===== src/rtl/axis_frame_marker.sv =====
`timescale 1ns/1ps
// -----------------------------------------------------------------------------
// axis_frame_marker
//
// Purpose
//   AXI-Stream framer. Tags a raw sample stream with tuser_m (first beat of a
//   frame) and tlast_m (last beat of a frame). A frame is frame_len time steps
//   of CH time-interleaved channels (beat order ch0..ch(CH-1)). Includes
//   run/drain control, a resync pulse that truncates the current frame, and a
//   single registered output stage with full throughput.
//
// Parameters
//   DW       tdata width
//   CH       interleaved channels per time step (>= 1)
//   LEN_MAX  maximum frame length in time steps
//   LW       width of frame_len
//   CW       width of the channel tag (minimum 1)
//
// Ports
//   clk        in   clock
//   reset_n    in   asynchronous active-low reset
//   ce         in   clock enable; low freezes all state and forces tready_s low
//   en         in   run request
//   resync     in   pulse: abort current frame, next accepted beat starts a frame
//   frame_len  in   time steps per frame, sampled on the first beat of each frame
//   tdata_s    in   input sample
//   tvalid_s   in   input valid
//   tready_s   out  input ready
//   tdata_m    out  output sample
//   tuser_m    out  first beat of frame
//   tlast_m    out  last beat of frame
//   tid_m      out  channel of the beat
//   tvalid_m   out  output valid
//   tready_m   in   output ready
//   busy       out  framer is not idle
//
// Optional feature (macro AXIS_FRAME_MARKER_STATS_EN)
//   frame_cnt  out  32-bit count of tlast transfers on the output (wraps)
//   trunc_cnt  out  16-bit count of frames truncated by resync (saturates)
// -----------------------------------------------------------------------------
module axis_frame_marker #(
  parameter int DW      = 16,
  parameter int CH      = 1,
  parameter int LEN_MAX = 1024,
  parameter int LW      = $clog2(LEN_MAX + 1),
  parameter int CW      = (CH > 1) ? $clog2(CH) : 1
) (
  input  logic          clk,
  input  logic          reset_n,
  input  logic          ce,
  input  logic          en,
  input  logic          resync,
  input  logic [LW-1:0] frame_len,
  input  logic [DW-1:0] tdata_s,
  input  logic          tvalid_s,
  output logic          tready_s,
  output logic [DW-1:0] tdata_m,
  output logic          tuser_m,
  output logic          tlast_m,
  output logic [CW-1:0] tid_m,
  output logic          tvalid_m,
  input  logic          tready_m,
  output logic          busy
`ifdef AXIS_FRAME_MARKER_STATS_EN
  ,
  output logic [31:0]   frame_cnt,
  output logic [15:0]   trunc_cnt
`endif
);

  typedef enum logic [1:0] {
    ST_IDLE  = 2'd0,
    ST_RUN   = 2'd1,
    ST_DRAIN = 2'd2
  } state_t;

  localparam logic [LW-1:0] LEN_MAX_L = LW'(LEN_MAX);
  localparam logic [CW-1:0] CH_LAST_L = CW'(CH - 1);
  localparam logic [LW-1:0] IDX_ONE_L = LW'(1'b1);
  localparam logic [CW-1:0] CH_ONE_L  = CW'(1'b1);

  // Out-of-range requests (zero or above LEN_MAX) fall back to LEN_MAX.
  function automatic logic [LW-1:0] sanitize_len(input logic [LW-1:0] fl);
    logic [LW-1:0] res;
    if ((fl == {LW{1'b0}}) || (fl > LEN_MAX_L)) begin
      res = LEN_MAX_L;
    end else begin
      res = fl;
    end
    return res;
  endfunction

  state_t          state_q;
  logic [LW-1:0]   idx_q, idx_d;
  logic [CW-1:0]   ch_q, ch_d;
  logic [LW-1:0]   len_q, len_d;

  logic [DW-1:0]   tdata_q;
  logic            tuser_q;
  logic            tlast_q;
  logic [CW-1:0]   tid_q;
  logic            tvalid_q;

  logic [LW-1:0]   len_sane_s;
  logic [LW-1:0]   len_eff_s;
  logic [LW-1:0]   len_last_s;
  logic            frame_start_s;
  logic            ch_last_s;
  logic            idx_last_s;
  logic            nat_last_s;
  logic            xfer_s;
  logic            out_xfer_s;
  logic            bound_next_s;

  // Input handshake: accept only while running/draining and the output
  // register is empty or being emptied this cycle.
  assign tready_s   = ce && (state_q != ST_IDLE) && (!tvalid_q || tready_m);
  assign xfer_s     = tvalid_s && tready_s;
  assign out_xfer_s = ce && tvalid_q && tready_m;

  // Frame position decode for the beat currently offered at the input.
  always_comb begin
    len_sane_s    = sanitize_len(frame_len);
    frame_start_s = (idx_q == {LW{1'b0}}) && (ch_q == {CW{1'b0}});
    // The first beat of a frame must already see the new length, otherwise a
    // one-step frame could never flag tlast on its only time step.
    if (frame_start_s) begin
      len_eff_s = len_sane_s;
    end else begin
      len_eff_s = len_q;
    end
    len_last_s = len_eff_s - IDX_ONE_L;
    ch_last_s  = (ch_q == CH_LAST_L);
    idx_last_s = (idx_q == len_last_s);
    nat_last_s = ch_last_s && idx_last_s;
  end

  // Next-state of the frame counters; resync wins over a counter advance.
  always_comb begin
    idx_d = idx_q;
    ch_d  = ch_q;
    len_d = len_q;
    if (resync) begin
      idx_d = {LW{1'b0}};
      ch_d  = {CW{1'b0}};
    end else if (xfer_s) begin
      if (ch_last_s) begin
        ch_d = {CW{1'b0}};
        if (idx_last_s) begin
          idx_d = {LW{1'b0}};
        end else begin
          idx_d = idx_q + IDX_ONE_L;
        end
      end else begin
        ch_d  = ch_q + CH_ONE_L;
        idx_d = idx_q;
      end
    end else begin
      idx_d = idx_q;
      ch_d  = ch_q;
    end
    if (xfer_s && frame_start_s) begin
      len_d = len_sane_s;
    end else begin
      len_d = len_q;
    end
    bound_next_s = (idx_d == {LW{1'b0}}) && (ch_d == {CW{1'b0}});
  end

  // Run/drain control. Leaving RUN looks at the post-update counters so a beat
  // that starts a frame in the same cycle en falls still gets drained.
  always_ff @(posedge clk or negedge reset_n) begin
    if (!reset_n) begin
      state_q <= ST_IDLE;
    end else if (ce) begin
      case (state_q)
        ST_IDLE: begin
          if (en) begin
            state_q <= ST_RUN;
          end
        end
        ST_RUN: begin
          if (!en && bound_next_s) begin
            state_q <= ST_IDLE;
          end else if (!en) begin
            state_q <= ST_DRAIN;
          end
        end
        ST_DRAIN: begin
          if (resync) begin
            state_q <= ST_IDLE;
          end else if (en) begin
            state_q <= ST_RUN;
          end else if (bound_next_s) begin
            // Only reachable here by transferring the natural tlast beat.
            state_q <= ST_IDLE;
          end
        end
        default: begin
          state_q <= ST_IDLE;
        end
      endcase
    end
  end

  // Frame counters and latched frame length.
  always_ff @(posedge clk or negedge reset_n) begin
    if (!reset_n) begin
      idx_q <= {LW{1'b0}};
      ch_q  <= {CW{1'b0}};
      len_q <= LEN_MAX_L;
    end else if (ce) begin
      idx_q <= idx_d;
      ch_q  <= ch_d;
      len_q <= len_d;
    end
  end

  // Output register stage: load on input transfer, empty on downstream accept,
  // otherwise hold everything stable.
  always_ff @(posedge clk or negedge reset_n) begin
    if (!reset_n) begin
      tdata_q  <= {DW{1'b0}};
      tuser_q  <= 1'b0;
      tlast_q  <= 1'b0;
      tid_q    <= {CW{1'b0}};
      tvalid_q <= 1'b0;
    end else if (ce) begin
      if (xfer_s) begin
        tdata_q  <= tdata_s;
        tuser_q  <= frame_start_s;
        tlast_q  <= nat_last_s || resync;
        tid_q    <= ch_q;
        tvalid_q <= 1'b1;
      end else if (tready_m) begin
        tvalid_q <= 1'b0;
      end
    end
  end

  assign tdata_m  = tdata_q;
  assign tuser_m  = tuser_q;
  assign tlast_m  = tlast_q;
  assign tid_m    = tid_q;
  assign tvalid_m = tvalid_q;
  assign busy     = (state_q != ST_IDLE);

`ifdef AXIS_FRAME_MARKER_STATS_EN
  logic [31:0] frame_cnt_q;
  logic [15:0] trunc_cnt_q;
  logic        trunc_ev_s;

  // A resync truncates a frame when it lands mid-frame, or when the beat it
  // tags would not have been the natural last beat anyway.
  always_comb begin
    if (resync) begin
      if (xfer_s) begin
        trunc_ev_s = !nat_last_s;
      end else begin
        trunc_ev_s = !frame_start_s;
      end
    end else begin
      trunc_ev_s = 1'b0;
    end
  end

  // Statistics counters: frames leave on tlast transfers, truncations saturate.
  always_ff @(posedge clk or negedge reset_n) begin
    if (!reset_n) begin
      frame_cnt_q <= 32'd0;
      trunc_cnt_q <= 16'd0;
    end else if (ce) begin
      if (out_xfer_s && tlast_q) begin
        frame_cnt_q <= frame_cnt_q + 32'd1;
      end
      if (trunc_ev_s && (trunc_cnt_q != 16'hFFFF)) begin
        trunc_cnt_q <= trunc_cnt_q + 16'd1;
      end
    end
  end

  assign frame_cnt = frame_cnt_q;
  assign trunc_cnt = trunc_cnt_q;
`endif

endmodule


===== config.mk =====
export PLATFORM = sky130hd
export DESIGN_NAME = axis_frame_marker
export DESIGN_NICKNAME = d
export VERILOG_FILES = /design/src/rtl/axis_frame_marker.sv
export SDC_FILE = /design/constraint.sdc
export NUM_CORES = 1
export LEC_CHECK = 0
export ABC_AREA = 0
export BUFFER_PORTS_ARGS = -buffer_cell sky130_fd_sc_hd__buf_4
export CORE_AREA = 2 2 73 92
export DETAILED_ROUTE_END_ITERATION = 10
export DIE_AREA = 0 0 75 94
export PLACE_DENSITY = 0.75
export SLEW_MARGIN = 30
export SYNTH_ARGS = -nofsm -noshare
export SYNTH_HDL_FRONTEND = slang
export SYNTH_SLANG_ARGS = --single-unit

===== constraint.sdc =====
create_clock -name clk -period 7.78 [get_ports clk]
set_input_delay 0.778 -clock clk [delete_from_list [all_inputs] [get_ports clk]]
set_output_delay 0.778 -clock clk [all_outputs]
set_load 0.02 [all_outputs]

==> results of run 1 <==
## routing by layer
metal	up-vias	track usage, %	wire, microns	part of all wire, %
met5	-	0	0	0
met4	0	13.2	363	4.3
met3	44	4.18	658	7.7
met2	186	40.1	4020	47
met1	1434	32.7	3470	41
li1	1456	-	-	-
## flip-flops by register name, summed over array words and instances, names as in the netlist
register / count
tid_m: 1
len_q: 11
state_q: 2
tlast_m: 1
tdata_m: 16
tvalid_m: 1
ch_q: 1
idx_q: 11
tuser_m: 1
## path summary, 6_finish.rpt
| kind | cells after the start | to | slack (ns) |
|---|---|---|---|
| max in group asynchronous | 1 | idx_q[5] | 6.92 |
| worst max-delay path | 17 | state_q[1] | 2.88 |
| worst max register to register | 17 | state_q[1] | 2.88 |
| min in group clk | 2 | tdata_m[11] | 0.49 |
| worst min register to register | 2 | tdata_m[11] | 0.49 |
| worst min-delay path | 1 | len_q[2] | 0.46 |
## critical path: cells and delay by family (launching register included)
kind / cells / cell delay (ns)
AND/OR/NAND/NOR: 6 / 1.69
buffers and inverters: 2 / 0.17
AO/OA/AOI/OAI: 5 / 1.51
adder cells (fa/ha/maj): 2 / 0.37
flip-flops: 1 / 0.46
multiplexers: 2 / 0.62
## metrics by stage
step                hold WS (ns)  instance area [sq um]
floorplan                  0.467                   3110
global placement           0.461                   3510
detailed placement         0.465                   3510
CTS                        0.484                   3600
global route               0.508                   3600
finish                     0.459                   3600
## layout make-up
type,instances,area (sq um)
clock buffers,6,72.6
clock inverters,2,15.0
fillers,573,2520
inverters,16,60.1
multi-input cells,304,1800
flip-flops and latches,45,1130
well taps,85,106
repair buffers,56,420
## report_power, final
group          internal (mW)  total, mW  switching (mW)
Sequential             0.276      0.317          0.0413
Combinational          0.117      0.276           0.159
Clock                 0.0634      0.150          0.0865
## cell usage in the layout, fill, tap and decap left out, types with 3 or more instances in the layout
| cell type | n |
|---|---|
| a21o_1 | 3 |
| a21oi_1 | 22 |
| a221o_1 | 3 |
| a22o_1 | 3 |
| and2_1 | 4 |
| and3_1 | 5 |
| buf_4 | 56 |
| clkbuf_8 | 5 |
| dfrtp_1 | 44 |
| ha_1 | 3 |
| inv_1 | 16 |
| mux2_2 | 5 |
| mux2i_1 | 4 |
| nand2_1 | 88 |
| nand2b_1 | 6 |
| nand3_1 | 13 |
| nand4_1 | 5 |
| nor2_1 | 22 |
| nor2b_1 | 8 |
| nor3_1 | 10 |
| nor3b_1 | 3 |
| nor4_1 | 4 |
| nor4_2 | 3 |
| o211ai_1 | 3 |
| o21a_1 | 4 |
| o21ai_0 | 23 |
| o31ai_1 | 3 |
| or2_2 | 3 |
| or3_1 | 4 |
| or4_1 | 5 |
| xnor2_1 | 4 |
| xor2_1 | 4 |
## logic make-up (layout without fill, tap and decap cells)
| kind of cell | Yosys count | after routing |
|---|---|---|
| compound gates | 91 | 91 |
| simple gates | 193 | 193 |
| flops | 45 | 45 |
| buf+inv | 41 | 80 |
| xor+xnor | 8 | 8 |
| mux | 9 | 9 |
| fa+ha+maj | 3 | 3 |
==> flow_summary.ini, run 1 <==
[outcome]
status = finished, final reports clean

[sta]
clock_skew_ns = 0.0105
drv_slew = 0
worst_slack_ns = 2.88
worst_pin_slew_ns = 0.793
min_period_ns = 4.90
fin_crit_sh_pct = 62.9
rsz0062_at_grt = false
setup_viol = 0
max_slew_margin_pct = 47.0
hold_viol = 0
fin_tns_setup_ns = 0
fmax_mhz = 204

[synthesis]
synth_top_family_by_area = simple AND/OR/NAND/NOR gates
synth_edf_count = 0
synth_top_area_share_pct = 35.5
yosys.area_share.simple_pct = 31.0
synth_compound_area_share_pct = 20.3
avgSynthCellArea_sq_um = 7.96
synthMuxAreaShare_pct = 3.10
synth_fa_ha_area_share_pct = 1.21
synth_seq_area_share_pct = 36.3
synth.area.top_cells = dfrtp_1 (35%), nand2_1 (11%), o21ai_0 (3.7%)
syn-cell-area_sq_um = 3110
yosys.area.top_type = dfrtp_1
synth_seq_cells = 45
yosysMostFrequentCell = nand2_1
synth_xor_area_share_pct = 2.26
synth.distinct_cells = 65
async_flop_share_pct = 100
synth_common_cells = nand2_1 (88), dfrtp_1 (44), o21ai_0 (23)
synth_flop_cell = dfrtp_1
yosys_warnings = 0
syn_inst = 390
syn_nets = 427

[global_routing]
overflow = 0
globalRouteTotalUtil_pct = 25.4
antenna_found_initial = 0
grt_pass1_wl_microns = 13800
grt_pass1_vias = 2929
grt_max_degree = 46

[routing]
detail-route-antenna-nets = 0
via_per_inst = 6.07
routedWlPerCell_microns = 16.6
vias = 3120
drt_iter0_markers = 271
route.detailed.drc = 0
drtPass1Iterations = 5
routed_wl_microns = 8510

[cts]
cts_sinks = 45
numCtsBuffers = 5
cts_tree = yes
cts_setup_buffers = 0
clkSlewWorstSetupHoldPaths_ns = 0.10
clk_latency_ns = 0.31
cts-root-buf = clkbuf_8
cts_buffer_depth = 2
cts_max_level = 2
cts_resized = 0
cts_hold_buffers = 0

[worst_setup_path]
path_class = flip-flop to flip-flop
critPathRequiredTime_ns = 8.01
critPathSlowestCell = or4b_1
critPathMaxFanout = 14
cp-end-kind = flip-flop
arrival_ns = 5.12
startpoint = idx_q[0]
slowest_delay_ns = 0.56
worst_setup_path_start_kind = flip-flop
path_cells = inv_1 > ha_1 > or4b_1 > or3_4 > a21oi_1 > ha_1 > inv_1 > a41o_1 > nor2_2 > mux2_2 > mux2i_1 > nor3_1 > a21oi_2 > nand2_1 > o311ai_1 > nor4_2 > a41oi_1
r2r-start = idx_q[0]

[worst_hold_path]
worstHoldPathType = input pin to async pin

[floorplan]
die_w_microns = 75
die-area_sq_um = 7050
pin_count = 56
rows = 32
core_sq_um = 6130
start_util_pct = 50.7
die-height_microns = 94

[pwr]
p_leak_nw = 1.70
power_mw = 0.743
powerDensity_nw_per_um2 = 206
ir_drop_uv = 137

[finish]
final_util_pct = 58.8
area_growth_pct = 16.0
stdcell_count = 514
diodes = 0
final_layout_size_suffix_gt1_share_pct = 18.9
nets = 465

[place]
dp_hpwl_microns = 6350
dp_cells = 506
io_buffers = 55
pre_cts_ws_ns = 2.96
gp_congestion = 0.916

[job]
drv_cap = 0
No activity file was read; power rests on OpenSTA's default activity.
==> run 2, diff against run 1 <==
--- a/config.mk
+++ b/config.mk
@@ -5,12 +5,12 @@
 export SDC_FILE = /design/constraint.sdc
 export NUM_CORES = 1
 export LEC_CHECK = 0
-export ABC_AREA = 0
+export ABC_AREA = 1
 export BUFFER_PORTS_ARGS = -buffer_cell sky130_fd_sc_hd__buf_4
-export CORE_AREA = 2 2 73 92
+export CORE_AREA = 2 2 75 95
 export DETAILED_ROUTE_END_ITERATION = 10
-export DIE_AREA = 0 0 75 94
-export PLACE_DENSITY = 0.75
+export DIE_AREA = 0 0 77 97
+export PLACE_DENSITY = 0.78
 export SLEW_MARGIN = 30
 export SYNTH_ARGS = -nofsm -noshare
 export SYNTH_HDL_FRONTEND = slang
==> constraint.sdc (replaced) <==
create_clock -name clk -period 4.4 [get_ports clk]
set_input_delay 0.44 -clock clk [delete_from_list [all_inputs] [get_ports clk]]
set_output_delay 0.44 -clock clk [all_outputs]
set_load 0.02 [all_outputs]
==> run 2 against run 1 <==
Utilization grew 0.75 points. Power increased to 4.0 times the previous value. Register-to-register slack got worse by 2.0 ns. Worst hold slack got worse by 0.34 ns. Global-route usage down 2.8 points. Wire length decreased by 3.7%. Largest power group is now combinational logic.
==> flow_summary.ini, run 2 <==
[outcome]
status = finished, final reports clean

[routing]
detail-route-antenna-nets = 0
vias = 3229
routedWlPerCell_microns = 13.3
route.detailed.drc = 0
via_per_inst = 5.24
drt_iter0_markers = 183
drtPass1Iterations = 5
routed_wl_microns = 8190

[worst_setup_path]
arrival_ns = 3.76
path_class = flip-flop to flip-flop
critPathMaxFanout = 10
critPathRequiredTime_ns = 4.60
ff2ff_path_depth = 24
cp-end-kind = flip-flop
r2r-start = idx_q[0]
r2r_end = state_q[1]
worst_setup_path_start_kind = flip-flop
rrSetupSlack_ns = 0.84

[synthesis]
syn_nets = 516
synth_top_area_share_pct = 33.0
syn-cell-area_sq_um = 3330
synth_seq_cells = 45
synth_common_cells = nand2_1 (188), dfrtp_1 (44), o21ai_0 (30)
synth_flop_cell = dfrtp_1
avgSynthCellArea_sq_um = 6.96
yosys_warnings = 0
synth_xor_area_share_pct = 2.89
synth_seq_area_share_pct = 33.8
synth_compound_area_share_pct = 8.22
syn_inst = 479
yosys.area.top_type = dfrtp_1
synthMuxAreaShare_pct = 0
synth.distinct_cells = 43
synth.area.top_cells = dfrtp_1 (33%), nand2_1 (21%), o21ai_0 (4.5%)
yosysMostFrequentCell = nand2_1
async_flop_share_pct = 100
synth_top_family_by_area = simple AND/OR/NAND/NOR gates
yosys.area_share.simple_pct = 46.5
synth_edf_count = 0
synth_fa_ha_area_share_pct = 1.13

[finish]
nets = 565
area_growth_pct = 16.5
final_layout_size_suffix_gt1_share_pct = 25.1
final_common_cell = nand2_1
largest_reg_flops = 16
fillers = 640
diodes = 0
final_cell_mix = nand2_1 (188), buf_4 (57), dfrtp_1 (44)

[floorplan]
die-area_sq_um = 7470
core_sq_um = 6520
die_w_microns = 77
pin_count = 56
rows = 33
die-height_microns = 97
start_util_pct = 51.1

[global_routing]
grt_max_degree = 46
globalRouteTotalUtil_pct = 22.6
grt_pass1_vias = 3127
antenna_found_initial = 0
grt_pass1_wl_microns = 13900
overflow = 0

[place]
dp_hpwl_microns = 6190
gp_congestion = 0.903
io_buffers = 55

[sta]
setup_viol = 0
fmax_mhz = 281
worst_pin_slew_ns = 0.939
rsz0062_at_grt = false
clock_skew_ns = 0.0114
hold_viol = 0
min_period_ns = 3.56
whs_ns = 0.119
fin_tns_setup_ns = 0
drv_slew = 0
fin_crit_sh_pct = 80.9
max_slew_margin_pct = 37.3

[cts]
cts_resized = 0
cts_buffer_depth = 2
numCtsBuffers = 5
cts_max_level = 2
cts-root-buf = clkbuf_8
clkSlewWorstSetupHoldPaths_ns = 0.09
cts_hold_buffers = 0
cts_setup_buffers = 0
cts_sinks = 45
clk_latency_ns = 0.30
cts_tree = yes

[worst_hold_path]
worstHoldPathType = input pin to async pin

[pwr]
p_leak_nw = 2.02
powerDensity_nw_per_um2 = 764
ir_drop_uv = 430

[job]
drv_cap = 0
[run 2: cell count changes after synthesis, sizes merged, moves of 10 or more]
cell / before / now
nand3: 13 / 37
clkbuf: 18 / 8
nor2: 23 / 39
a21oi: 23 / 12
inv: 16 / 36
nand2: 88 / 212
[run 2: metal layers]
layer	track usage, %	wire length (microns)	vias up
met3	3.64	371	28
met4	9.20	241	0
li1	-	-	1619
met5	0	0	-
met1	27.8	3470	1462
met2	39.1	4100	120
[run 2: stage by stage]
step | cells | instance area [sq um] | setup slack, ns | power [mW] | util, %
finish | 616 | 3880 | 0.839 | 2.97 | 59.5
global route | 616 | 3880 | 0.494 | 3.21 | 59.5
CTS | 616 | 3880 | 0.866 | 2.96 | 59.5
detailed placement | 608 | 3770 | 0.737 | 2.62 | 57.8
global placement | 608 | 3770 | 0.840 | 2.57 | 57.8
floorplan | 479 | 3330 | 1.27 | 2.18 | -
[run 2: cells by family after synthesis]
family | after synthesis
AO/OA/AOI/OAI | 50
AND/OR/NAND/NOR | 317
XOR/XNOR | 11
flip-flops | 45
buffers and inverters | 53
adder cells (fa/ha/maj) | 3
[run 2: power by group]
part | internal (mW) | total [mW] | switching, mW
clock | 0.170 | 0.320 | 0.149
combinational | 0.723 | 1.97 | 1.25
sequential | 0.561 | 0.674 | 0.114
[run 2: cell type report]
| class | instances | area [sq um] | share of cell area, % |
|---|---|---|---|
| Tap cell | 87 | 109 | 2.80 |
| Multi-Input combinational cell | 381 | 1960 | 50.5 |
| Clock buffer | 5 | 68.8 | 1.77 |
| Inverter | 38 | 148 | 3.80 |
| Timing Repair Buffer | 57 | 428 | 11.0 |
| Sequential cell | 45 | 1130 | 29.0 |
| Clock inverter | 3 | 43.8 | 1.13 |
[run 2: how the worst max path moves through the flow]
| stage | start | endpoint | cells past startpoint |
|---|---|---|---|
| 6_report | idx_q[0] | state_q[1] | 24 |
| 5_1_grt | idx_q[0] | state_q[0] | 27 |
| 4_1_cts | idx_q[0] | state_q[1] | 25 |
| 3_5_place_dp | frame_len[2] | state_q[1] | 26 |
| 3_3_place_gp | frame_len[4] | state_q[1] | 26 |
| 2_1_floorplan | idx_q[0] | state_q[0] | 26 |
[run 2: worst max-delay path, cell delays in order, from the launching register on]
cell and delay, ns:
dfrtp_1 0.42, inv_1 0.17, ha_1 0.22, nand3_2 0.11, nor3_4 0.28, or2_2 0.19, nand2_4 0.07, ha_1 0.28
nand3b_1 0.21, nand3_1 0.10, nand3_1 0.13, nor2_2 0.15, nand3_2 0.09, nor2_4 0.13, nand3_4 0.13, nand2_1 0.10
nand2_1 0.05, nand2_1 0.11, nand2_1 0.08, nor2_2 0.11, nand3_2 0.10, nor2_1 0.10, nor2_1 0.04, nand2_1 0.05
nand2_1 0.05
